$ cat config.mk
export PLATFORM = sky130hd
export DESIGN_NAME = clock_sequencer_flat
export DESIGN_NICKNAME = d
export VERILOG_FILES = /design/src/rtl/clock_seq_pkg.sv /design/src/rtl/clock_sequencer_if.sv /design/src/rtl/sync_2ff.sv /design/src/rtl/clock_sequencer.sv /design/src/flat_wrapper.sv
export SDC_FILE = /design/constraint.sdc
export NUM_CORES = 1
export LEC_CHECK = 0
export ABC_CLOCK_PERIOD_IN_PS = 1900
export CORE_ASPECT_RATIO = 1.25
export CORE_UTILIZATION = 51
export DETAILED_ROUTE_END_ITERATION = 8
export DONT_BUFFER_PORTS = 1
export PLACE_DENSITY = 0.75
export SYNTH_ARGS = -nofsm -noshare
export SYNTH_HDL_FRONTEND = slang
export SYNTH_SLANG_ARGS = --single-unit
$ cat constraint.sdc
create_clock -name BOARD_CLOCK -period 1.9 [get_ports BOARD_CLOCK]
set_clock_uncertainty 0.05 [all_clocks]
set_input_delay 0.285 -clock BOARD_CLOCK [delete_from_list [all_inputs] [get_ports BOARD_CLOCK]]
set_output_delay 0.285 -clock BOARD_CLOCK [all_outputs]
set_load 0.01 [all_outputs]
$ cat src/rtl/clock_seq_pkg.sv
// Shared state encoding, default timing parameters and counter-width helper
// for the clock sequencer.
package clock_seq_pkg;

  typedef enum logic [1:0] {
    DCM_RESET = 2'd0,
    WAIT_LOCK = 2'd1,
    SETTLE    = 2'd2,
    RUN       = 2'd3
  } state_e;

  localparam int RST_CYCLES_DEF    = 8;
  localparam int LOCK_TIMEOUT_DEF  = 4096;
  localparam int SETTLE_CYCLES_DEF = 256;
  localparam int TICK_DIV_DEF      = 80;

  // Counters hold 0..n-1, so $clog2(n) bits suffice; keep at least one bit.
  function automatic int cnt_w(input int n);
    return (n > 1) ? $clog2(n) : 1;
  endfunction

endpackage

$ cat src/rtl/clock_sequencer_if.sv
// Lock input and sequencing outputs of the clock sequencer; master is the
// sequencer, slave is whatever consumes the resets/tick.
interface clock_sequencer_if;
  logic       LOCKED;
  logic       DCM_RST;
  logic       SYS_RST_N;
  logic       TICK_1US;
  logic       READY;
  logic [7:0] RETRY_CNT;
  logic [1:0] STATE;

  modport master (
    input  LOCKED,
    output DCM_RST, SYS_RST_N, TICK_1US, READY, RETRY_CNT, STATE
  );

  modport slave (
    output LOCKED,
    input  DCM_RST, SYS_RST_N, TICK_1US, READY, RETRY_CNT, STATE
  );
endinterface

$ cat src/rtl/sync_2ff.sv
// Single-bit two-flop synchronizer, cleared by the asynchronous reset.
module sync_2ff (
  input  logic clk_i,
  input  logic rst_ni,
  input  logic d_i,
  output logic q_o
);
  logic [1:0] ff_q;

  always_ff @(posedge clk_i or negedge rst_ni) begin
    if (!rst_ni) ff_q <= '0;
    else         ff_q <= {ff_q[0], d_i};
  end

  assign q_o = ff_q[1];
endmodule

$ cat src/rtl/clock_sequencer.sv
// DCM bring-up sequencer: pulses DCM reset, waits for and qualifies LOCKED,
// then releases system reset and generates a 1 us tick. Optional lock-wait
// watchdog enabled by CLOCK_SEQ_WATCHDOG_EN.
module clock_sequencer
  import clock_seq_pkg::*;
#(
  parameter int RST_CYCLES    = RST_CYCLES_DEF,
  parameter int LOCK_TIMEOUT  = LOCK_TIMEOUT_DEF,
  parameter int SETTLE_CYCLES = SETTLE_CYCLES_DEF,
  parameter int TICK_DIV      = TICK_DIV_DEF
) (
  input  logic               BOARD_CLOCK,
  input  logic               RST_N,
  clock_sequencer_if.master  bus
);

  localparam int RW = cnt_w(RST_CYCLES);
  localparam int SW = cnt_w(SETTLE_CYCLES);
  localparam int TW = cnt_w(TICK_DIV);

  // Terminal values are compared against, never counted past, so no wrap.
  localparam logic [RW-1:0] RST_LAST    = RW'(RST_CYCLES - 1);
  localparam logic [SW-1:0] SETTLE_LAST = SW'(SETTLE_CYCLES - 1);
  localparam logic [TW-1:0] TICK_LAST   = TW'(TICK_DIV - 1);

  logic lock_s;

  state_e        state_q, state_d;
  logic [RW-1:0] rst_cnt_q, rst_cnt_d;
  logic [SW-1:0] settle_q, settle_d;
  logic [TW-1:0] tick_q, tick_d;
  logic [7:0]    retry_q, retry_d;

`ifdef CLOCK_SEQ_WATCHDOG_EN
  localparam int LW = cnt_w(LOCK_TIMEOUT);
  localparam logic [LW-1:0] TO_LAST = LW'(LOCK_TIMEOUT - 1);
  logic [LW-1:0] to_q, to_d;
`endif

  sync_2ff u_sync (
    .clk_i  (BOARD_CLOCK),
    .rst_ni (RST_N),
    .d_i    (bus.LOCKED),
    .q_o    (lock_s)
  );

  always_ff @(posedge BOARD_CLOCK or negedge RST_N) begin
    if (!RST_N) begin
      state_q   <= DCM_RESET;
      rst_cnt_q <= '0;
      settle_q  <= '0;
      tick_q    <= '0;
      retry_q   <= '0;
    end else begin
      state_q   <= state_d;
      rst_cnt_q <= rst_cnt_d;
      settle_q  <= settle_d;
      tick_q    <= tick_d;
      retry_q   <= retry_d;
    end
  end

`ifdef CLOCK_SEQ_WATCHDOG_EN
  always_ff @(posedge BOARD_CLOCK or negedge RST_N) begin
    if (!RST_N) to_q <= '0;
    else        to_q <= to_d;
  end
`endif

  // Every counter defaults to zero, so leaving its state clears it.
  always_comb begin
    state_d   = state_q;
    rst_cnt_d = '0;
    settle_d  = '0;
    tick_d    = '0;
    retry_d   = retry_q;
`ifdef CLOCK_SEQ_WATCHDOG_EN
    to_d      = '0;
`endif
    unique case (state_q)
      DCM_RESET: begin
        if (rst_cnt_q == RST_LAST) state_d = WAIT_LOCK;
        else                       rst_cnt_d = rst_cnt_q + RW'(1);
      end
      WAIT_LOCK: begin
        if (lock_s) state_d = SETTLE;
`ifdef CLOCK_SEQ_WATCHDOG_EN
        else if (to_q == TO_LAST) state_d = DCM_RESET;
        else                      to_d = to_q + LW'(1);
`endif
      end
      SETTLE: begin
        if (!lock_s)                    state_d = DCM_RESET;
        else if (settle_q == SETTLE_LAST) state_d = RUN;
        else                            settle_d = settle_q + SW'(1);
      end
      RUN: begin
        if (!lock_s)                 state_d = DCM_RESET;
        else if (tick_q != TICK_LAST) tick_d = tick_q + TW'(1);
      end
      default: state_d = DCM_RESET;
    endcase

    // Reset itself is not an entry; only transitions from another state count.
    if (state_d == DCM_RESET && state_q != DCM_RESET && retry_q != 8'hFF)
      retry_d = retry_q + 8'd1;
  end

  assign bus.DCM_RST   = (state_q == DCM_RESET);
  assign bus.SYS_RST_N = (state_q == RUN);
  assign bus.READY     = (state_q == RUN);
  assign bus.TICK_1US  = (state_q == RUN) && (tick_q == TICK_LAST);
  assign bus.RETRY_CNT = retry_q;
  assign bus.STATE     = state_q;

endmodule

$ cat src/flat_wrapper.sv
// flat-port wrapper written by rule: the top's interface ports become plain ports
module clock_sequencer_flat import clock_seq_pkg::*;
#(
  parameter int RST_CYCLES    = RST_CYCLES_DEF,
  parameter int LOCK_TIMEOUT  = LOCK_TIMEOUT_DEF,
  parameter int SETTLE_CYCLES = SETTLE_CYCLES_DEF,
  parameter int TICK_DIV      = TICK_DIV_DEF
)
  (BOARD_CLOCK, RST_N, bus_LOCKED, bus_DCM_RST, bus_SYS_RST_N, bus_TICK_1US, bus_READY, bus_RETRY_CNT, bus_STATE);
  clock_sequencer_if bus_i ();
  input  logic BOARD_CLOCK;
  input  logic RST_N;
  input wire logic [$bits(bus_i.LOCKED)-1:0] bus_LOCKED;
  output wire logic [$bits(bus_i.DCM_RST)-1:0] bus_DCM_RST;
  output wire logic [$bits(bus_i.SYS_RST_N)-1:0] bus_SYS_RST_N;
  output wire logic [$bits(bus_i.TICK_1US)-1:0] bus_TICK_1US;
  output wire logic [$bits(bus_i.READY)-1:0] bus_READY;
  output wire logic [$bits(bus_i.RETRY_CNT)-1:0] bus_RETRY_CNT;
  output wire logic [$bits(bus_i.STATE)-1:0] bus_STATE;
  assign bus_i.LOCKED = bus_LOCKED;
  assign bus_DCM_RST = bus_i.DCM_RST;
  assign bus_SYS_RST_N = bus_i.SYS_RST_N;
  assign bus_TICK_1US = bus_i.TICK_1US;
  assign bus_READY = bus_i.READY;
  assign bus_RETRY_CNT = bus_i.RETRY_CNT;
  assign bus_STATE = bus_i.STATE;
  clock_sequencer #(.RST_CYCLES(RST_CYCLES), .LOCK_TIMEOUT(LOCK_TIMEOUT), .SETTLE_CYCLES(SETTLE_CYCLES), .TICK_DIV(TICK_DIV)) u_core (.BOARD_CLOCK(BOARD_CLOCK), .RST_N(RST_N), .bus(bus_i));
endmodule
==> results of run 1 <==
[cell families (layout without fill, tap and decap cells)]
logic type	count (synthesis)	in the layout	share of synthesized area, %
AND/OR/NAND/NOR	53	53	20.59
flip-flops	30	30	53.48
AO/OA/AOI/OAI	23	23	10.87
XOR/XNOR	9	9	5.615
buffers and inverters	8	18	2.584
adder cells (fa/ha/maj)	5	5	4.456
multiplexers	3	3	2.406
[power by group]
group          switching, mW  total [mW]  internal (mW)
sequential             0.142       0.871          0.730
clock                  0.217       0.469          0.253
combinational          0.135       0.264          0.129
total                  0.494        1.60           1.11
[metal layers]
metal  track usage, %  routed length, um  vias up
met4            11.76                 48        0
met5                0                  0        -
met1            23.23               1079      485
met2            33.13               1225       24
met3            9.023                132        8
li1                 -                  -      489
[area by class of cell]
class                      instances  area, um2
clock buffer                       8      78.83
fill                             206      962.2
inverter                           4      15.01
multi-input combinational         93      616.8
sequential                        30      750.7
tap                               33      41.29
timing repair buffer               6      62.56
[worst max path at each step]
stage	to	slack [ps]	cells after the start	start
6_report	bus_TICK_1US	90	3	u_core.tick_q[0]$_DFF_PN0_
5_1_grt	bus_TICK_1US	10	3	u_core.tick_q[0]$_DFF_PN0_
4_1_cts	bus_TICK_1US	90	3	u_core.tick_q[0]$_DFF_PN0_
3_5_place_dp	u_core.bus.RETRY_CNT[1]$_DFFE_PN0P_	280	4	u_core.bus.RETRY_CNT[0]$_DFFE_PN0P_
3_3_place_gp	u_core.bus.RETRY_CNT[1]$_DFFE_PN0P_	360	4	u_core.bus.RETRY_CNT[0]$_DFFE_PN0P_
2_1_floorplan	u_core.bus.RETRY_CNT[1]$_DFFE_PN0P_	290	4	u_core.bus.RETRY_CNT[0]$_DFFE_PN0P_
[synthesized netlist by cell type, types with 4 or more instances]
library cell and instances:
nor2b_1 4, inv_1 4, nand4_1 4, nand2_1 7
nor2_1 12, nand3_1 9, ha_1 5, xnor2_1 6
a21oi_1 6, dfrtp_1 30
[critical path, cell delays in order, from the launching register on]
cell,delay (ps)
dfrtp_1,410
ha_1,230
and3_1,250
and4_1,250
[metrics by stage]
| stage | worst slack (ps) | power, mW | area [um2] | std cells |
|---|---|---|---|---|
| floorplan | 289.8 | 1.047 | 1404 | 131 |
| global placement | 358.8 | 1.099 | 1446 | 163 |
| detailed placement | 282.4 | 1.128 | 1446 | 163 |
| CTS | 94.79 | 1.620 | 1565 | 174 |
| global route | 12.09 | 1.697 | 1565 | 174 |
| finish | 92.05 | 1.605 | 1565 | 174 |
[placed cells by master, fill, tap and decap left out, types with 4 or more instances in the layout]
cell and n:
xnor2_1 6, nand4_1 4, nor2_1 12, ha_1 5, a21oi_1 6, nand3_1 9
dfrtp_1 30, clkbuf_4 5, inv_1 4, nand2_1 7, nor2b_1 4
[repair_timing]
item	in CTS	in global routing
endpoints found under the setup margin	0	0
hold buffers	3	0
endpoints found under the hold margin	31	0
[sequential cells by signal (all words and copies together), names as in the netlist]
name,count
u_core.bus.RETRY_CNT,8
u_core.settle_q,8
u_core.tick_q,7
u_core.rst_cnt_q,3
u_core.bus.STATE,2
u_core.u_sync.ff_q,2
==> results.txt, run 1 <==
hold path depth: 0
Post-Synthesis Cells: 131
via count: 1006
largest net degree at the start of global routing: 31
Lkg Pwr: 0.6534 nW
Synth Flop Type: dfrtp_1
Max-Cap Viols: 0
arrival time worst endpoint: 1470 ps
hold slack final: 305.1 ps
final RePlAce weighted congestion: 0.7826
Setup TNS: 0 ps
Achievable Freq: 553.1 MHz
Seq cells post-synth: 30
clock buffer count from CTS: 5
HPWL Detailed: 1681 um
CTS root buf: clkbuf_4
Row Count: 20
initial DRC count: 27
Worst R2R Start: u_core.bus.RETRY_CNT[0]$_DFFE_PN0P_
Die Ht: 60.66 um
Synth top area share: 53.48%
CTS tree: done
final WL: 2485 um
count of different cell masters after synthesis: 39
period utilisation layout: 95.16%
net count after synthesis: 139
Synth area leader: dfrtp_1
Hold Crit Class: reg -> reg
Hold EP: u_core.u_sync.ff_q[1]$_DFF_PN0_
PostCTS Resize Cnt: 0
sequential area share after synthesis: 53.48%
Core Area: 0.002527 mm2
CP Max Fanout: 5
GRT overflow: 0
GR Util All Layers: 20.59%
leading post-synthesis cells by cell area: dfrtp_1, ha_1, xnor2_1
Post-synth ARST share: 100.0%
CTS sink cnt: 30
Worst R2R Path Depth: 4
VDD IR max: 0.7024 mV
r2r endpoint: u_core.bus.RETRY_CNT[1]$_DFFE_PN0P_
io pins: 17
post-route ant nets: 0
PortBufs: 0
clk buf depth: 2
Finish-stage setup viols: 0
pwr dens: 1025 mW/mm2
wire per inst: 14.28 um
outcome: completed
Post-synth EDFFs: 0
crit end category: output port
Layout area overhead: 11.50%
Clock Latency Late Sink: 330 ps
Synth Cell Area: 0.001404 mm2
R2R Setup Slk: 230 ps
RSZ-0062 raised after global routing: no
Critical Path Start Type: register
die area: 0.002968 mm2
Post-CTS Repair Setup Buffers: 0
# DRC: 0
CP Class: reg -> out
Reg clk slew, reported paths: 90 ps
Initial Utilization: 55.54%
Crit path required time: 1560 ps
Rel. slew slack: 75.91%
yosys warns: 0
layout cells sized above 1: 12.06%
post-layout util: 61.93%
ant diodes: 0
initial antenna violation count: 0
Slew Viols, Final: 0
worst slew pin tran: 360.1 ps
nets: 148
H-tree Lvls: 2
Fin. Hold Viols: 0
syn_area_per_cell: 10.72 um2
TritonRoute pass-1 iters: 4
Die X: 48.93 um
worst hold start: u_core.u_sync.ff_q[0]$_DFF_PN0_
first-pass GRT wire length: 4381 um
vias per std cell: 5.782
number of global-route vias before repair: 998
fin crit period: 1808 ps
No activity file was read; power rests on OpenSTA's default activity.
==> run 2: changes to the inputs <==
--- a/config.mk
+++ b/config.mk
@@ -8,6 +8,7 @@
 export ABC_CLOCK_PERIOD_IN_PS = 1900
 export CORE_ASPECT_RATIO = 1.25
 export CORE_UTILIZATION = 51
+export CTS_CLUSTER_SIZE = 10
 export DETAILED_ROUTE_END_ITERATION = 8
 export DONT_BUFFER_PORTS = 1
 export PLACE_DENSITY = 0.75
==> results of run 2 <==
The final DEF is identical to that of run 1; final timing and power are the same.
==> run 3: changes to the inputs <==
--- a/config.mk
+++ b/config.mk
@@ -12,6 +12,7 @@
 export DETAILED_ROUTE_END_ITERATION = 8
 export DONT_BUFFER_PORTS = 1
 export PLACE_DENSITY = 0.75
+export REMOVE_ABC_BUFFERS = 1
 export SYNTH_ARGS = -nofsm -noshare
 export SYNTH_HDL_FRONTEND = slang
 export SYNTH_SLANG_ARGS = --single-unit
==> run 3 against run 2 <==
  * Combinational power shrank 7%
  * Sequential power increased by 1%
  * First-iteration DRC count shrank 30%
  * Critical path type unchanged
  * Largest power group unchanged
==> results.txt, run 3 (synthesis gave the netlist of run 1 again) <==
Placed Cells: 162
Core Area: 0.002527 mm2
CP Class: reg -> out
Worst Path Buf+Inv: 0
Slowest cell on crit path: dfrtp_1
io pins: 17
met2 Use GR: 36.71%
GRT overflow: 0
Crit path required time: 1560 ps
arrival time worst endpoint: 1460 ps
CP Max Fanout: 5
# DRC: 0
pwr dens: 1041 mW/mm2
Clock Latency Late Sink: 330 ps
Initial Utilization: 55.54%
CTS tree: done
Achievable Freq: 558.0 MHz
VDD IR max: 0.8930 mV
clock buffer count from CTS: 5
GR Util All Layers: 20.97%
final RePlAce weighted congestion: 0.7626
Lkg Pwr: 0.6485 nW
multi-input logic area: 616.8 um2
max incr delay on CP: 410 ps
die area: 0.002968 mm2
CTS root buf: clkbuf_4
fin crit period: 1792 ps
Slew Viols, Final: 0
most frequent cells in the layout: dfrtp_1, nor2_1, nand3_1
Critical Path Start Type: register
Fin. Hold Viols: 0
met1 Usage GRT: 22.56%
via count: 1017
Finish-stage setup viols: 0
PostCTS Resize Cnt: 0
Rel. slew slack: 73.41%
Max-Cap Viols: 0
wire per inst: 15.04 um
Layout area overhead: 10.87%
Row Count: 20
Register Area: 750.7 um2
Die X: 48.93 um
RSZ-0062 raised after global routing: no
final setup margin: 107.8 ps
HPWL Detailed: 1767 um
period utilisation layout: 94.33%
TritonRoute pass-1 iters: 4
number of global-route vias before repair: 991
PortBufs: 0
grt peak-use layer: met2
worst slew pin tran: 398.8 ps
fillers: 209
commonest non-fill, non-tap cell in the layout: dfrtp_1
CP cell instances: ha_1 > and3_1 > and4_1
ant diodes: 0
total power: 1.620 mW
clk buf depth: 2
H-tree Lvls: 2
nets: 147
Reg clk slew, reported paths: 90 ps
largest net degree at the start of global routing: 31
layout cells sized above 1: 11.43%
Setup TNS: 0 ps
first-pass GRT wire length: 4464 um
CTS sink cnt: 30
post-route ant nets: 0
Die Ht: 60.66 um
worst slack, placed: 281.2 ps
outcome: completed
hold slack final: 316.3 ps
vias per std cell: 5.879
final WL: 2602 um
initial DRC count: 19
Hold Crit Class: reg -> reg
grt met3 use: 8.271%
crit end category: output port
initial antenna violation count: 0
CP top delay family: simple AND/OR/NAND/NOR gates
Post-CTS Repair Setup Buffers: 0
Post-Layout Cell Count: 173
-- run 3: worst register-to-register path: stages, from the launching register on --
cell and delay, ps:
dfrtp_1 500, ha_1 260, nand4_1 130, o21ai_1 240, mux2_2 370
-- run 3: through the flow --
step | area (um2) | util [%]
after global placement | 1439 | 56.93
final | 1556 | 61.58
after floorplan | 1383 | -
after CTS | 1556 | 61.58
after global routing | 1556 | 61.58
after detailed placement | 1439 | 56.93
-- run 3: power breakdown --
group / leakage, nW / internal (mW) / switching (mW) / total (mW)
Combinational: 0.200 / 0.120 / 0.125 / 0.245
Clock: 0.0450 / 0.272 / 0.220 / 0.492
Sequential: 0.403 / 0.729 / 0.154 / 0.883
Total: 0.648 / 1.12 / 0.498 / 1.62
-- run 3: final timing paths --
check | cells past startpoint | end | slack [ps] | from
max reg2reg | 4 | u_core.bus.RETRY_CNT[1]$_DFFE_PN0P_ | 250 | u_core.bus.RETRY_CNT[0]$_DFFE_PN0P_
max in group asynchronous | 2 | u_core.u_sync.ff_q[1]$_DFF_PN0_ | 1300 | RST_N
min in group asynchronous | 2 | u_core.settle_q[2]$_DFF_PN0_ | 340 | RST_N
min reg2reg | 0 | u_core.u_sync.ff_q[1]$_DFF_PN0_ | 320 | u_core.u_sync.ff_q[0]$_DFF_PN0_
max | 3 | bus_TICK_1US | 110 | u_core.tick_q[0]$_DFF_PN0_
min | 0 | u_core.u_sync.ff_q[1]$_DFF_PN0_ | 320 | u_core.u_sync.ff_q[0]$_DFF_PN0_
-- run 3: what timing repair did --
action | CTS | global route
hold endpoints to repair | 31 | 0
setup endpoints to repair | 0 | 0
hold buffers | 3 | 0
-- run 3: cell type report --
cell class	count	share of cell area (%)
inverter	4	0.9646
sequential	30	48.23
clock inverter	3	2.572
tap	33	2.653
clock buffer	5	2.412
multi-input combinational	93	39.63
timing repair buffer	5	3.537
-- run 3: per-layer routing --
metal	share of wire, %	up-vias
met4	1.8	0
met3	5.0	5
li1	-	491
met5	0	-
met1	44	498
met2	50	23
